[config.mk]
export PLATFORM = sky130hd
export DESIGN_NAME = comparer_scheduler
export DESIGN_NICKNAME = d
export VERILOG_FILES = /design/src/rtl/comparer_scheduler.sv
export SDC_FILE = /design/constraint.sdc
export NUM_CORES = 1
export LEC_CHECK = 0
export BUFFER_PORTS_ARGS = -buffer_cell sky130_fd_sc_hd__clkbuf_2
export CELL_PAD_IN_SITES_DETAIL_PLACEMENT = 1
export CELL_PAD_IN_SITES_GLOBAL_PLACEMENT = 2
export CORE_MARGIN = 8
export CORE_UTILIZATION = 25
export CTS_CLUSTER_SIZE = 24
export DETAILED_ROUTE_END_ITERATION = 7
export GPL_TIMING_DRIVEN = 0
export PLACE_DENSITY = 0.88
export SLEW_MARGIN = 20
export SYNTH_ARGS = -nofsm -noshare
export SYNTH_HDL_FRONTEND = slang
export SYNTH_SLANG_ARGS = --single-unit
[constraint.sdc]
create_clock -name axis_clk -period 2.5 [get_ports axis_clk]
set_input_delay 0.375 -clock axis_clk [delete_from_list [all_inputs] [get_ports axis_clk]]
set_output_delay 0.375 -clock axis_clk [all_outputs]
set_load 0.05 [all_outputs]
[src/rtl/comparer_scheduler.sv]
// Round-robin arbiter sharing the key cache comparer's single compare port
// between NUM_REQ requesters; the hit vector is returned only to the issuer.
//
// state    | meaning
// IDLE     | arbitrating; req_ready pulses for the winner
// ISSUE    | latched key offered to the comparer
// WAIT_RES | waiting for the comparer's hit vector
// RESP     | hit vector held for the granted requester
module comparer_scheduler #(
  parameter int NUM_REQ     = 4,
  parameter int CACHE_DEPTH = 8,
  localparam int IDX_W      = $clog2(NUM_REQ)
) (
  input  logic                    axis_clk,
  input  logic                    axis_rstn,
  input  logic [NUM_REQ-1:0]      req_valid,
  input  logic [NUM_REQ*64-1:0]   req_key,
  input  logic [NUM_REQ-1:0]      req_opcode,
  output logic [NUM_REQ-1:0]      req_ready,
  output logic [NUM_REQ-1:0]      rsp_valid,
  output logic [CACHE_DEPTH-1:0]  rsp_result,
  input  logic [NUM_REQ-1:0]      rsp_ready,
  output logic                    compare_key_valid,
  output logic [63:0]             compare_key,
  output logic                    compare_opcode,
  input  logic                    compare_key_ready,
  input  logic                    result_valid,
  input  logic [CACHE_DEPTH-1:0]  result,
  output logic                    result_ready,
  output logic [IDX_W-1:0]        grant_idx,
  output logic                    busy,
  output logic [31:0]             hit_count
);

  typedef enum logic [1:0] {IDLE, ISSUE, WAIT_RES, RESP} state_t;

  state_t           state;
  logic [IDX_W-1:0] last_grant;
  logic [IDX_W-1:0] winner;
  logic             found;

  // Search upward from last_grant+1 with wrap; NUM_REQ need not be a power of 2.
  always_comb begin
    found  = 1'b0;
    winner = '0;
    for (int k = 1; k <= NUM_REQ; k++) begin
      if (!found && req_valid[(int'(last_grant) + k) % NUM_REQ]) begin
        found  = 1'b1;
        winner = IDX_W'((int'(last_grant) + k) % NUM_REQ);
      end
    end
  end

  always_comb begin
    req_ready = '0;
    if (state == IDLE && found) req_ready[winner] = 1'b1;
  end

  assign result_ready = (state == WAIT_RES);
  assign busy         = (state != IDLE);

  always_ff @(posedge axis_clk or negedge axis_rstn) begin
    if (!axis_rstn) begin
      state             <= IDLE;
      last_grant        <= IDX_W'(NUM_REQ - 1);
      grant_idx         <= '0;
      compare_key_valid <= 1'b0;
      compare_key       <= '0;
      compare_opcode    <= 1'b0;
      rsp_valid         <= '0;
      rsp_result        <= '0;
      hit_count         <= '0;
    end else begin
      case (state)
        IDLE: begin
          if (found) begin
            compare_key       <= req_key[int'(winner)*64 +: 64];
            compare_opcode    <= req_opcode[winner];
            grant_idx         <= winner;
            compare_key_valid <= 1'b1;
            state             <= ISSUE;
          end
        end
        ISSUE: begin
          if (compare_key_ready) begin
            compare_key_valid <= 1'b0;
            state             <= WAIT_RES;
          end
        end
        WAIT_RES: begin
          if (result_valid) begin
            rsp_result            <= result;
            rsp_valid             <= '0;
            rsp_valid[grant_idx]  <= 1'b1;
            if (result != '0 && hit_count != 32'hFFFF_FFFF)
              hit_count <= hit_count + 32'd1;
            state <= RESP;
          end
        end
        RESP: begin
          if (rsp_ready[grant_idx]) begin
            rsp_valid  <= '0;
            last_grant <= grant_idx;
            state      <= IDLE;
          end
        end
        default: state <= IDLE;
      endcase
    end
  end

endmodule

==> metrics list <==
- The run finished, with violations left.
- Violations in the final reports: setup timing
- Sequential elements use a little over two fifths of the synthesized area.
- Counting every sink on the clock net gives 116.
- Setup repair after global routing could not meet its margin everywhere.
* Type of the tightest min-delay check: in -> reg
* Post-route non-filler standard cell count: between 1000 and 1500
- CP Launch Type: flip-flop
- Area added between synthesis and finish: 58.1%
- Post-Route Skew: around 0.014 ns
- The clock passes through at most 2 buffers.
- In this run the vertical extent of the chip is between 150 and 200 µm.
- All-layer global routing usage: 18.9%
* Number of DRC violations after detailed-routing iteration 0: 275
* NumNets Final: ~1300
* Final hold violations: 0
* Minimum hold slack: slightly below 0.2 ns
* Horizontal extent of the die: roughly 180 µm
- Routability-driven placement finished with a final weighted congestion of approximately 0.83.
- Hold-critical path endpoint: rsp_result[6]$_DFFE_PN0P_
- Counting distinct cell types in the post-synthesis netlist gives 47.
- Net count after synthesis: slightly below 900
- Using the TritonRoute via totals, the vias-per-cell ratio works out to around 4.9.
- The internal portion of the total power is roughly 7 mW.
* Cts bufs inserted: 17
* Total power per unit cell area: ~1300 nW/µm²
- Pin count of the biggest net entering global routing: between 70 and 80
- Number of search-and-repair iterations in the first detailed-routing pass: 4
- Setup violations remaining at the end of the flow were counted as 18.
- Max Fclk: approximately 0.39 GHz
* Proportion of layout cells with a drive suffix above 1: between 50% and 60%
- Wire length per cell: about 23 µm
* CTS H-tree depth: 4
* Switching Fraction: roughly 49%
- Clock slew at reported path FFs: about 0.07 ns
- In this run the worst path has a maximum fanout of 2.
- Post-synthesis async set-or-reset flop share: 100%
* Worst EP arrival: around 2.2 ns
- Initial antenna violation count: 4
* CP Class: reg -> out
- Input and output buffers added on the ports amount to slightly below 400.
* Starting density of the core: about 25%
- For this design the top-level I/O count stands at 398.
- Std-Cell Rows: 60
- The floorplan step defined a core boundary enclosing approximately 27000 µm².
* Number of synthesized flops with an enable pin: 0
* Combinational group share of total power: roughly three fifths
* Overall die area: between 30000 and 40000 µm²
- Summed over all cells, the static leakage comes to approximately 5.3 nW.
- Remaining max-slew budget at the tightest pin: 58.7%
* Count of yosys warnings during synthesis: 0
* Flip-flop cell with the highest count after synthesis: dfrtp_1
- Post-route DRC: 0
- After layout, the design draws a total of roughly 14 mW.
- The detail route stage leaves a number of antenna-violating nets equal to 0.
- IR analysis of the VDD net gives a maximum drop of about 0.48 mV.
- Post-detailed-placement cell area: slightly above 9000 µm²
- Worst hold path cell count: 2
- In the final timing run, aggregate negative setup slack is -0.316 ns.
- After layout, the worst path uses 102% of the clock period.
- Fraction of power consumed by the clock network: a little under 20%
- Cells fill 39.7% of the core in the end.
- Number of synthesized register bits: approximately 120
* Crit path launch: last_grant[1]$_DFFE_PN1P_
* Least setup slack across all paths after layout: -0.0490 ns
- Wire length after detailed routing: roughly 32000 µm
- Net switching component of the power: approximately 6.7 mW
* Avg Cell Area, Syn: about 11 µm²
- The worst hold path begins at result[6].
- Relative contribution of sequential cells to total power: between 20% and 30%
- The library cell used most frequently in the layout, excluding fill and tap cells, is clkbuf_2.
* Max-slew violation total from the final report: 0
- Max-capacitance violation count: 0
- Worst setup slack after placement: -0.328 ns
- The cell count after synthesis came out at between 600 and 700.
* Worst slew pin tran: slightly above 0.6 ns
* Number of inserted filler cells in the final layout: a little over 3000
- The cell area that synthesis handed to floorplanning was around 6700 µm².
* Instance count after placement with tap cells included: between 1000 and 1500
- The worst register-to-register path ends at compare_key[32]$_DFFE_PN0P_.
- The via count of the first global-routing pass is ~7500.
- Once layout is done, the placed cells without fillers occupy 10600 µm².
- Counting cells, the worst reg-to-reg path comes to 11.
- In the layout the commonest cells are clkbuf_2 (392), dfrtp_1 (114), mux2i_1 (94).
* WP data required: approximately 2.1 ns
- The first global-routing pass estimated ~45000 µm of wire.
- Via count of the routed design: slightly below 7000
* Final Critical Period: 2.55 ns
* CTS tree: yes
- Global routing finished with a remaining overflow of 0.
- Startpoint of the worst register-to-register path: last_grant[1]$_DFFE_PN1P_
- The setup check on the worst reg-to-reg path leaves a slack of -0.04 ns.
- The HPWL after detailed placement is approximately 25000 µm.
- STA classifies the critical path endpoint as a primary output.
- Clock Tree Root: clkbuf_16
- Worst skew pair latency: 0.42 ns
cell families (layout without fill, tap and decap cells):
group                    after synthesis  after routing  share of synthesized area (%)
buffers and inverters                 53            503                           6.56
other                                  0              2                              0
AND/OR/NAND/NOR                      152            152                           10.7
flip-flops                           116            116                           43.5
adder cells (fa/ha/maj)                5              5                          0.938
multiplexers                         144            144                           22.1
AO/OA/AOI/OAI                        107            107                           12.7
XOR/XNOR                              26             26                           3.41
synthesized netlist by cell type (2+ instances only):
cell type	instances	share of area [%]
a21oi_1	9	0.67
o41ai_1	2	0.26
xnor2_1	25	3.3
mux2i_1	130	20
nand3_1	16	1.2
or4_1	2	0.22
mux2_2	10	1.7
inv_1	12	0.67
nor2b_1	2	0.19
ha_1	5	0.94
dfstp_2	2	0.79
and4_1	2	0.26
dfrtp_1	114	43
bufbuf_8	5	1.4
and3_1	15	1.4
o2111ai_1	2	0.26
o221ai_1	65	8.5
o21a_1	3	0.34
nor4_2	2	0.37
mux2_1	2	0.34
o21ai_1	4	0.30
nor2_1	8	0.45
nor3_1	3	0.22
buf_12	9	2.7
o211ai_1	7	0.79
buf_2	5	0.37
a22oi_1	2	0.22
nand4_1	10	0.94
clkbuf_1	20	1.1
nand2_1	84	4.7
and2_1	4	0.37
nand2b_1	2	0.19
a31oi_1	2	0.19
o21ai_0	5	0.37
critical path, cell delays in order, from the launching register on:
cell and delay, ns:
dfstp_2 0.55, mux2_4 0.30, a32oi_2 0.20, o21a_1 0.21, buf_6 0.13, buf_12 0.10
buf_12 0.10, nor2_4 0.03, buf_8 0.14
timing repair:
action | CTS | global route
hold buffers | 1 | 0
buffers inserted | 13 | 1
resized for setup | 37 | 71
cloned | 1 | 5
endpoints found under the hold margin | 41 | 0
setup endpoints to repair | 7 | 68
pin swaps | 4 | 13
per-layer routing:
layer,wire length [µm],track usage [%]
met5,22,0
met4,564,5.48
met3,2810,6.18
met2,16500,33.9
met1,12000,21.0
power by group through the flow:
stage | registers [mW] | logic [mW] | clock network, mW
after floorplan | 5.32 | 2.82 | 0
after global placement | 3.07 | 7.04 | 0
after detailed placement | 3.11 | 7.15 | 0
after CTS | 3.07 | 7.55 | 2.77
after global routing | 3.17 | 8.49 | 2.84
final | 3.07 | 7.98 | 2.68
area by class of cell:
type / instances / area, µm² / share of cell area [%]
clock buffers: 20 / 467 / 4.42
clock inverters: 12 / 166 / 1.58
plain buffers: 40 / 424 / 4.02
diodes: 2 / 5.00 / 0.0474
flip-flops and latches: 116 / 2910 / 27.5
well taps: 341 / 427 / 4.04
inverters: 12 / 45.0 / 0.427
multi-input cells: 434 / 3750 / 35.5
repair buffers: 419 / 2360 / 22.4
how the worst max path moves through the flow:
stage,endpoint,slack [ns],cells after the start
detailed placement,req_ready[3],-0.33,7
CTS,compare_key[28]$_DFFE_PN0P_,-0.08,11
global route,req_ready[3],-0.14,8
finish,req_ready[3],-0.05,8
global placement,compare_key[20]$_DFFE_PN0P_,-0.95,1
floorplan,req_ready[3],0.04,7
state kept, by name, summed over array words and instances, names as in the netlist:
signal and cells:
compare_key 64, hit_count 32, rsp_result 8, rsp_valid 4, grant_idx 2, last_grant 2, state 2, compare_key_valid 1
compare_opcode 1
Note: power is estimated with default switching activity, not from simulation.
